<file path="config.mk">
export PLATFORM = sky130hd
export DESIGN_NAME = mem_port_arbiter
export DESIGN_NICKNAME = d
export VERILOG_FILES = /design/src/rtl/mem_port_arbiter.sv
export SDC_FILE = /design/constraint.sdc
export NUM_CORES = 1
export LEC_CHECK = 0
export BUFFER_PORTS_ARGS = -buffer_cell sky130_fd_sc_hd__buf_2
export CORE_UTILIZATION = 46
export CTS_CLUSTER_SIZE = 24
export DETAILED_ROUTE_END_ITERATION = 16
export GPL_ROUTABILITY_DRIVEN = 0
export GPL_TIMING_DRIVEN = 1
export PLACE_DENSITY = 0.79
export SLEW_MARGIN = 15
export SYNTH_ARGS = -nofsm -noshare
export SYNTH_HDL_FRONTEND = slang
export SYNTH_SLANG_ARGS = --single-unit
</file>
<file path="constraint.sdc">
create_clock -name clk -period 2.9 [get_ports clk]
set_input_delay 0.58 -clock clk [delete_from_list [all_inputs] [get_ports clk]]
set_output_delay 0.58 -clock clk [all_outputs]
set_load 0.05 [all_outputs]
</file>
<file path="src/rtl/mem_port_arbiter.sv">
// -----------------------------------------------------------------------------
// mem_port_arbiter
//
// Shares one single-port RAM between the instruction fetch (IF) stage and the
// memory (MEM) stage of a pipeline. Data accesses normally win. A fetch that
// is waiting when the previous grant went to MEM is served next, so the fetch
// stage cannot be starved by a stream of loads and stores.
//
// One transaction runs at a time:
//   IDLE  -> grant and register the RAM request
//   BUSY  -> hold ram_* stable until ram_ack, or abort after TIMEOUT cycles
//   DONE  -> one-cycle ready pulse to the served port, then back to IDLE
//
// Ports
//   clk, reset                 clock, synchronous active-low reset
//   if_req, if_addr            fetch request and address
//   if_rdata, if_ready         fetched word and one-cycle completion pulse
//   mem_rd, mem_wr             data read / write request (both high = write)
//   mem_addr, mem_wdata        data address and store data
//   mem_rdata, mem_ready       load data and one-cycle completion pulse
//   if_stall, mem_stall        combinational hold-off for each requester
//   ram_req, ram_we            RAM request strobe and write enable
//   ram_addr, ram_wdata        RAM address and write data
//   ram_rdata, ram_ack         RAM read data and completion acknowledge
//   err                        sticky flag, set when a RAM access times out
// -----------------------------------------------------------------------------
module mem_port_arbiter #(
  parameter int TIMEOUT = 255
) (
  input  logic        clk,
  input  logic        reset,
  input  logic        if_req,
  input  logic [31:0] if_addr,
  output logic [31:0] if_rdata,
  output logic        if_ready,
  input  logic        mem_rd,
  input  logic        mem_wr,
  input  logic [31:0] mem_addr,
  input  logic [31:0] mem_wdata,
  output logic [31:0] mem_rdata,
  output logic        mem_ready,
  output logic        if_stall,
  output logic        mem_stall,
  output logic        ram_req,
  output logic        ram_we,
  output logic [31:0] ram_addr,
  output logic [31:0] ram_wdata,
  input  logic [31:0] ram_rdata,
  input  logic        ram_ack,
  output logic        err
);

  typedef enum logic [1:0] {
    IDLE,
    IF_BUSY,
    MEM_BUSY,
    DONE
  } state_t;

  // Wide enough to hold the value TIMEOUT itself.
  localparam int CW = $clog2(TIMEOUT + 1);

  state_t          state;
  logic [CW-1:0]   wait_cnt;
  logic [CW-1:0]   cnt_inc;
  logic            last_mem;    // previous grant went to the MEM stage
  logic            mem_any;
  logic            grant_if;
  logic            grant_mem;
  logic            timeout_hit;

  assign mem_any = mem_rd | mem_wr;

  // A pending fetch after a MEM grant takes priority; otherwise MEM first.
  assign grant_if  = if_req & (last_mem | ~mem_any);
  assign grant_mem = mem_any & ~(last_mem & if_req);

  assign cnt_inc     = wait_cnt + 1'b1;
  assign timeout_hit = (cnt_inc == CW'(TIMEOUT));

  assign if_stall  = if_req & ~if_ready;
  assign mem_stall = mem_any & ~mem_ready;

  // NOTE: every register here, including the captured read data, is cleared
  // by reset; there is no storage array whose reset would be expensive, so
  // nothing is left holding X after reset.
  // NOTE: state uses non-blocking assignments only, so every branch below
  // reads the pre-edge values (e.g. ram_we while deciding whether to capture).
  always_ff @(posedge clk) begin
    if (!reset) begin
      state     <= IDLE;
      wait_cnt  <= '0;
      last_mem  <= 1'b0;
      ram_req   <= 1'b0;
      ram_we    <= 1'b0;
      ram_addr  <= '0;
      ram_wdata <= '0;
      if_rdata  <= '0;
      mem_rdata <= '0;
      if_ready  <= 1'b0;
      mem_ready <= 1'b0;
      err       <= 1'b0;
    end else begin
      // Ready outputs are single-cycle pulses raised on entry to DONE.
      if_ready  <= 1'b0;
      mem_ready <= 1'b0;

      case (state)
        IDLE: begin
          if (grant_mem) begin
            state     <= MEM_BUSY;
            ram_req   <= 1'b1;
            ram_we    <= mem_wr;
            ram_addr  <= mem_addr;
            ram_wdata <= mem_wdata;
            wait_cnt  <= '0;
            last_mem  <= 1'b1;
          end else if (grant_if) begin
            state     <= IF_BUSY;
            ram_req   <= 1'b1;
            ram_we    <= 1'b0;
            ram_addr  <= if_addr;
            ram_wdata <= '0;
            wait_cnt  <= '0;
            last_mem  <= 1'b0;
          end
        end

        IF_BUSY, MEM_BUSY: begin
          if (ram_ack || timeout_hit) begin
            // Completion or abort: an aborted read returns zero.
            state   <= DONE;
            ram_req <= 1'b0;
            ram_we  <= 1'b0;
            if (state == IF_BUSY) begin
              if_ready <= 1'b1;
              if_rdata <= ram_ack ? ram_rdata : '0;
            end else begin
              mem_ready <= 1'b1;
              if (!ram_we) begin
                mem_rdata <= ram_ack ? ram_rdata : '0;
              end
            end
            if (!ram_ack) begin
              err <= 1'b1;
            end
          end
          if (!ram_ack) begin
            wait_cnt <= cnt_inc;
          end
        end

        DONE: begin
          state <= IDLE;
        end

        default: begin
          state <= IDLE;
        end
      endcase
    end
  end

endmodule
</file>
# Yosys cells after proc, flatten, opt, wreduce, memory -nomap -nowiden
# Index checks and enable logic that the tools add are counted.
# W data, S select, Z words.
# word_totals
regBits,144
in_bits,134
output_inout_bits,135
wordCells,70
# op_classes
addsub,1
n_eq_ne,7
n_mux,23
n_bitwise,14
reduce_logical,13
# op_table
cell,n
$mux W32,5
$mux W8,3
$pmux W8 S2,1
$reduce_and A3 Y1,5
$add A8 B1 Y8 const B,1
$eq A8 B8 Y1 const B,1
$mux W1,8
$not A1 Y1,7
$mux W2,3
$pmux W2 S3,1
$and A1 B1 Y1,5
$eq A2 B2 Y1 const B,2
$ne A2 B2 Y1 const B,2
$pmux W1 S2,2
$reduce_and A2 Y1,2
$reduce_and A4 Y1,1
$reduce_bool A2 Y1,2
$ne A3 B3 Y1 const B,1
$eq A2 B1 Y1 const B,1
$logic_not A2 Y1,1
$or A1 B1 Y1,2
$reduce_or A2 Y1,1
$logic_or A1 B1 Y1,1

# Logic depth before layout (Yosys ltp)
# Gate-level depths: netlist (run 1).
# depth
ltp_word,7
depth_mapped,8
ltp_nobuf,7

# Worst setup path after synthesis (run 1)
# No wires, ideal clock.
# synth_path
path_kind,input port to output port
from,input port if_req
to,output port if_stall
t_arrival_ps,1448
t_required_ps,2320
path_slack_ps,872
cell_stages,2
path_buffers,1
cell_sequence,buf_2 nor2b_1
# synth_via
elab_chain_len,1
# synth_rtl
element,line,text
start: declaration,32,"input logic if_req,"
$and A1 B1 Y1,81,assign if_stall = if_req & ~if_ready;
end: declaration,42,"output logic if_stall,"
# No other way between the ends.

# Worst setup path after layout (run 1)
# layout_path
from,register state[0]
to,register wait_cnt[3]
# layout_via
elab_chain_len,4
elab_cells_between_ends,9
cone_classes,eq/ne: 4; mux: 1; reduce/logical: 4
# layout_rtl
element,line,text
start: declaration,63,state_t state;
start signal: assignment,91,state <= IDLE;
start signal: assignment,111,state <= MEM_BUSY;
start signal: assignment,119,state <= IF_BUSY;
$eq A2 B1 Y1 or $eq A2 B2 Y1 (tied branches),108,case (state)
$reduce_or A2 Y1,108,
$ne A2 B2 Y1 (no line) or $reduce_bool A2 Y1 (tied branches),n/a,
$reduce_and A3 Y1 (no line),n/a,
end signal: assignment,149,wait_cnt <= cnt_inc;
end: declaration,64,logic [CW-1:0] wait_cnt;
# Several ways; a longest one is shown, not always the timed one.
# A chain may end at the register's enable or synchronous reset.

==> impl_metrics.env, run 1 <==
export IMPL_max_freq_mhz=421.9
export IMPL_path_clk_slew_ps=60
export IMPL_fin_nets=1008
export IMPL_post_cts_resize_count=0
export IMPL_post_route_period_util=0.8174
export IMPL_fill_cells=1035
export IMPL_avgSynthCellArea_um2=9.237
export IMPL_stdcell_count=1049
export IMPL_crit_type="flop to flop"
export IMPL_tightest_slew_ps=816.3
export IMPL_r2r_start="state[0]$_SDFFE_PN0P_"
export IMPL_synthAdderAreaFrac=0.01092
export IMPL_worstPathCellList="inv_1 > ha_1 > nor2b_1 > nand2_1 > or4b_1 > a21oi_1"
export IMPL_synth_nets=759
export IMPL_synthMuxAreaShare=0.1154
export IMPL_dp_hpwl_mm=10.87
export IMPL_status="finished clean"
export IMPL_port_buffers=268
export IMPL_cp_startpoint="state[0]$_SDFFE_PN0P_"
export IMPL_grt_pass1_wl_mm=24.08
export IMPL_antenna_found_initial=0
export IMPL_diodes=0
export IMPL_cts_tree="built"
export IMPL_drive_above_1_share=0.3632
export IMPL_post_drt_wl_per_cell_um=14.61
export IMPL_dominantRegCellSynth="dfxtp_1"
export IMPL_irDropWorstVdd_mv=0.6496
export IMPL_syn_cell_area_um2=5727
export IMPL_finalSetupTns_ps=0
export IMPL_critPathMaxStageDelay_ps=550
export IMPL_clk_path_buf_depth=2
export IMPL_groute_usage_overall=0.2374
export IMPL_ys_async_sr_fraction=0
export IMPL_placedCellCount=1018
export IMPL_synth_simple_gate_area_frac=0.1569
export IMPL_cts_root_buf="clkbuf_16"
export IMPL_post_cts_buffers=0
export IMPL_max_slew_margin_rel=0.4550
export IMPL_grt_ovfl_total=0
export IMPL_busiest_layer="met2"
export IMPL_rsz0062_at_grt="false"
export IMPL_grt_start_max_net_pins=65
export IMPL_clock_skew_final_ps=6.206
export IMPL_p_leak_nw=3.946
export IMPL_maxCapViolations=0
export IMPL_final_antenna_net_count=0
export IMPL_grtUsageMet2=0.4114
export IMPL_min_path_type="input pin to flop"
export IMPL_seq_area_frac_synth=0.5034
export IMPL_pin_count=269
export IMPL_worst_ep_arrival_time_ps=2720
export IMPL_clock_latency_ps=420
export IMPL_path_buf_inv=1
export IMPL_ys_types=48
export IMPL_dr_pass1_iters=5
export IMPL_grt_use_met1=0.2711
export IMPL_cp_top_family="simple AND/OR/NAND/NOR gates"
export IMPL_min_delay_start="mem_wdata[28]"
export IMPL_synth_seq_cells=144
export IMPL_h_tree_depth=4
export IMPL_vias=5341
export IMPL_wirelength_mm=15.33
export IMPL_start_kind="flop"
export IMPL_fp_dieW_um=113.6
export IMPL_worst_slack_ps=529.6
export IMPL_dieHeight_um=113.6
export IMPL_hold_buffers=0
export IMPL_drv_slew=0
export IMPL_hold_slack_ps=393.1
export IMPL_post_route_drc_count=0
export IMPL_fin_util=0.6439
export IMPL_synth_compound_area_frac=0.1717
export IMPL_crit_path_max_fanout=15
export IMPL_endpoint_kind="flop"
export IMPL_synth_cells=620
export IMPL_cp_required_ps=3250
export IMPL_power_density_nw_per_um2=1097
export IMPL_final_cell_mix="buf_2, dfxtp_1, nor2_1, nand2_1, mux2i_1"
export IMPL_synth_top_family_by_area="compound AO/OA/AOI/OAI gates"
export IMPL_final_setup_viol_count=0
export IMPL_grt_use_met3=0.07279
export IMPL_synth_warning_count=0
export IMPL_die_area_um2=12900
export IMPL_syn_to_final_growth_pct=35.61
export IMPL_mostFrequentLayoutCell="buf_2"
export IMPL_cts_made_buffers=17
export IMPL_start_util=0.4748
export IMPL_grt_pass1_vias=4961
export IMPL_rows=40
export IMPL_finalCriticalPeriod_ps=2370
export IMPL_finalHoldViolations=0
export IMPL_synth_xor_area_frac=0.001529
export IMPL_critPathSlowestCell="ha_1"
export IMPL_core_area_um2=12060
export IMPL_synth_edf_count=0
export IMPL_first_iter_violations=276
export IMPL_pre_cts_ws_ps=580.5
export IMPL_via_per_inst=5.092
export IMPL_cts_sinks=144
## through the flow
stage / power [mW] / instance area (µm²)
after global routing: 8.925 / 7766
after global placement: 6.351 / 7184
after CTS: 8.558 / 7766
after detailed placement: 6.403 / 7184
final: 8.516 / 7766
after floorplan: 5.535 / 5727
## worst min-delay path, stage by stage
cell and delay (ps):
buf_2 70, a22oi_1 50, nor2_1 70
## power breakdown
group          total, mW  internal (mW)  switching (mW)  leakage [nW]
Clock               2.14           1.33           0.815         0.282
Sequential          2.68           2.44           0.236          1.18
Combinational       3.70          0.933            2.77          2.49
## state kept, by name (all words and copies together) (netlist names)
name       flops
state          2
if_ready       1
ram_wdata     32
mem_ready      1
if_rdata      32
err            1
ram_addr      32
last_mem       1
ram_req        1
wait_cnt       8
ram_we         1
mem_rdata     32
## cells in the mapped netlist, drive strengths merged (3+ instances only)
master | count | share of area
a211oi | 32 | 0.042
a21oi | 41 | 0.036
a22oi | 34 | 0.045
a31oi | 4 | 0.0044
buf | 15 | 0.014
clkbuf | 34 | 0.022
dfxtp | 144 | 0.50
ha | 5 | 0.011
inv | 6 | 0.0039
mux2i | 66 | 0.12
nand2 | 72 | 0.047
nand3 | 7 | 0.0061
nor2 | 110 | 0.072
nor2b | 4 | 0.0044
nor3b | 4 | 0.0061
o21ai | 9 | 0.0085
o41ai | 3 | 0.011
## final timing paths
kind,to,slack [ps],cells past startpoint
max reg2reg,wait_cnt[3]$_SDFFE_PN0P_,530,6
min reg2reg,mem_rdata[21]$_SDFFE_PN0P_,450,2
max,wait_cnt[3]$_SDFFE_PN0P_,530,6
min,ram_wdata[28]$_SDFFE_PN0P_,390,3
## kinds of logic (layout without fill, tap and decap cells)
logic type      count (synthesis)  after routing
flops                         144            144
compound gates                137            137
buf+inv                        55            316
fa+ha+maj                       5              5
simple gates                  212            212
mux                            66             66
xor+xnor                        1              1
## per-layer routing
metal / vias up / part of all wire
li1: 2664 / -
met1: 2483 / 0.42
met2: 164 / 0.51
met3: 30 / 0.053
met4: 0 / 0.024
met5: - / 0
## area by class of cell
class,instances,area (µm²),area share
Multi-Input combinational cell,421,2645,0.3406
Clock buffer,22,474.2,0.06106
Sequential cell,144,2883,0.3712
Inverter,6,22.52,0.002900
Clock inverter,9,107.6,0.01386
Timing Repair Buffer,279,1424,0.1833
Tap cell,168,210.2,0.02707
(Power assumes the default switching activity.)
==> run 2: changes to the inputs <==
clock period = 2.2 ns   (was 2.9 ns; I/O delays follow)
==> impl_metrics.env, run 2 (synthesis results as in run 1) <==
export IMPL_clk_path_buf_depth=2
export IMPL_via_per_inst=5.047
export IMPL_post_drt_wl_per_cell_um=14.35
export IMPL_max_slew_margin_rel=0.6592
export IMPL_maxCapViolations=0
export IMPL_max_freq_mhz=495.6
export IMPL_p_leak_nw=4.001
export IMPL_fin_util=0.6546
export IMPL_drive_above_1_share=0.3690
export IMPL_dp_hpwl_mm=10.80
export IMPL_post_route_period_util=0.9172
export IMPL_critPathSlowestCell="o41ai_4"
export IMPL_grt_pass1_vias=4978
export IMPL_clock_skew_final_ps=9.127
export IMPL_whs_path_depth=3
export IMPL_antenna_found_initial=0
export IMPL_cts_made_buffers=17
export IMPL_worstSetupPathDepth=7
export IMPL_port_buffers=268
export IMPL_power_density_nw_per_um2=1420
export IMPL_groute_usage_overall=0.2381
export IMPL_start_util=0.4748
export IMPL_syn_to_final_growth_pct=37.86
export IMPL_crit_type="flop to flop"
export IMPL_final_cell_mix="buf_2, dfxtp_1, nor2_1, nand2_1, mux2i_1"
export IMPL_post_cts_buffers=0
export IMPL_rsz0062_at_grt="false"
export IMPL_mostFrequentLayoutCell="buf_2"
export IMPL_dieHeight_um=113.6
export IMPL_wirelength_mm=15.17
export IMPL_worst_ep_arrival_time_ps=2320
export IMPL_final_setup_viol_count=0
export IMPL_fp_dieW_um=113.6
export IMPL_worstPathCellList="ha_2 > nand3_1 > nor3b_2 > o31ai_4 > o41ai_4 > buf_12 > nor2_1"
export IMPL_path_buf_inv=1
export IMPL_crit_path_max_fanout=32
export IMPL_vias=5335
export IMPL_endpoint_kind="flop"
export IMPL_grt_pass1_wl_mm=24.41
export IMPL_core_area_um2=12060
export IMPL_cp_required_ps=2500
export IMPL_post_route_drc_count=0
export IMPL_first_iter_violations=254
export IMPL_start_kind="flop"
export IMPL_critPathMaxStageDelay_ps=410
export IMPL_dr_pass1_iters=5
export IMPL_r2r_slack_ps=180
export IMPL_die_area_um2=12900
export IMPL_tightest_slew_ps=509.3
export IMPL_post_cts_resize_count=0
export IMPL_grt_start_max_net_pins=65
export IMPL_min_path_type="input pin to flop"
export IMPL_cts_sinks=144
export IMPL_pin_count=269
export IMPL_hold_slack_ps=266.0
export IMPL_reg2reg_depth=7
export IMPL_path_clk_slew_ps=60
export IMPL_clock_latency_ps=410
export IMPL_diodes=0
export IMPL_fin_nets=1015
export IMPL_h_tree_depth=4
export IMPL_final_antenna_net_count=0
export IMPL_hold_buffers=0
export IMPL_finalCriticalPeriod_ps=2018
export IMPL_irDropWorstVdd_mv=0.7801
export IMPL_cp_top_family="compound AO/OA/AOI/OAI gates"
export IMPL_grt_ovfl_total=0
export IMPL_p_total_mw=11.21
export IMPL_finalHoldViolations=0
export IMPL_status="finished clean"
export IMPL_finalSetupTns_ps=0
export IMPL_rows=40
export IMPL_drv_slew=0
export IMPL_cts_root_buf="clkbuf_16"
export IMPL_cts_tree="built"
run 2: metal layers:
metal,vias up,share of wire,track usage
met5,-,0,0
met4,0,0.022,0.09474
met3,23,0.047,0.06376
met2,158,0.51,0.4024
met1,2472,0.42,0.2878
li1,2682,-,-
run 2: path summary, 6_finish.rpt:
| kind | from | endpoint |
|---|---|---|
| max reg2reg | wait_cnt[1]$_SDFFE_PN0P_ | if_rdata[19]$_SDFFE_PN0P_ |
| max | wait_cnt[1]$_SDFFE_PN0P_ | if_rdata[19]$_SDFFE_PN0P_ |
| min reg2reg | mem_rdata[9]$_SDFFE_PN0P_ | mem_rdata[9]$_SDFFE_PN0P_ |
| min | mem_wdata[20] | ram_wdata[20]$_SDFFE_PN0P_ |
run 2: worst reg2reg max path, cell delays in order (launching register included):
cell	delay, ps
dfxtp_1	340
ha_2	260
nand3_1	140
nor3b_2	290
o31ai_4	150
o41ai_4	410
buf_12	240
nor2_1	80
run 2: metrics by stage:
step | instances | cell area [µm²] | setup WS [ps]
final | 1057 | 7895 | 182.1
after global routing | 1057 | 7895 | 42.89
after CTS | 1057 | 7893 | 110.6
after detailed placement | 1025 | 7337 | 119.7
after global placement | 1025 | 7337 | 207.3
after floorplan | 620 | 5727 | 185.5
run 2: area by class of cell:
| cell class | count | area [µm²] |
|---|---|---|
| fillers | 1038 | 4167 |
| repair buffers | 286 | 1577 |
| clock inverters | 7 | 50.05 |
| flip-flops and latches | 144 | 2883 |
| clock buffers | 25 | 505.5 |
| well taps | 168 | 210.2 |
| inverters | 6 | 22.52 |
| multi-input cells | 421 | 2648 |
run 2: report_power, final:
part | switching [mW] | total [mW] | internal [mW]
Combinational | 3.67 | 5.03 | 1.37
Clock | 1.06 | 2.65 | 1.60
Sequential | 0.307 | 3.52 | 3.22
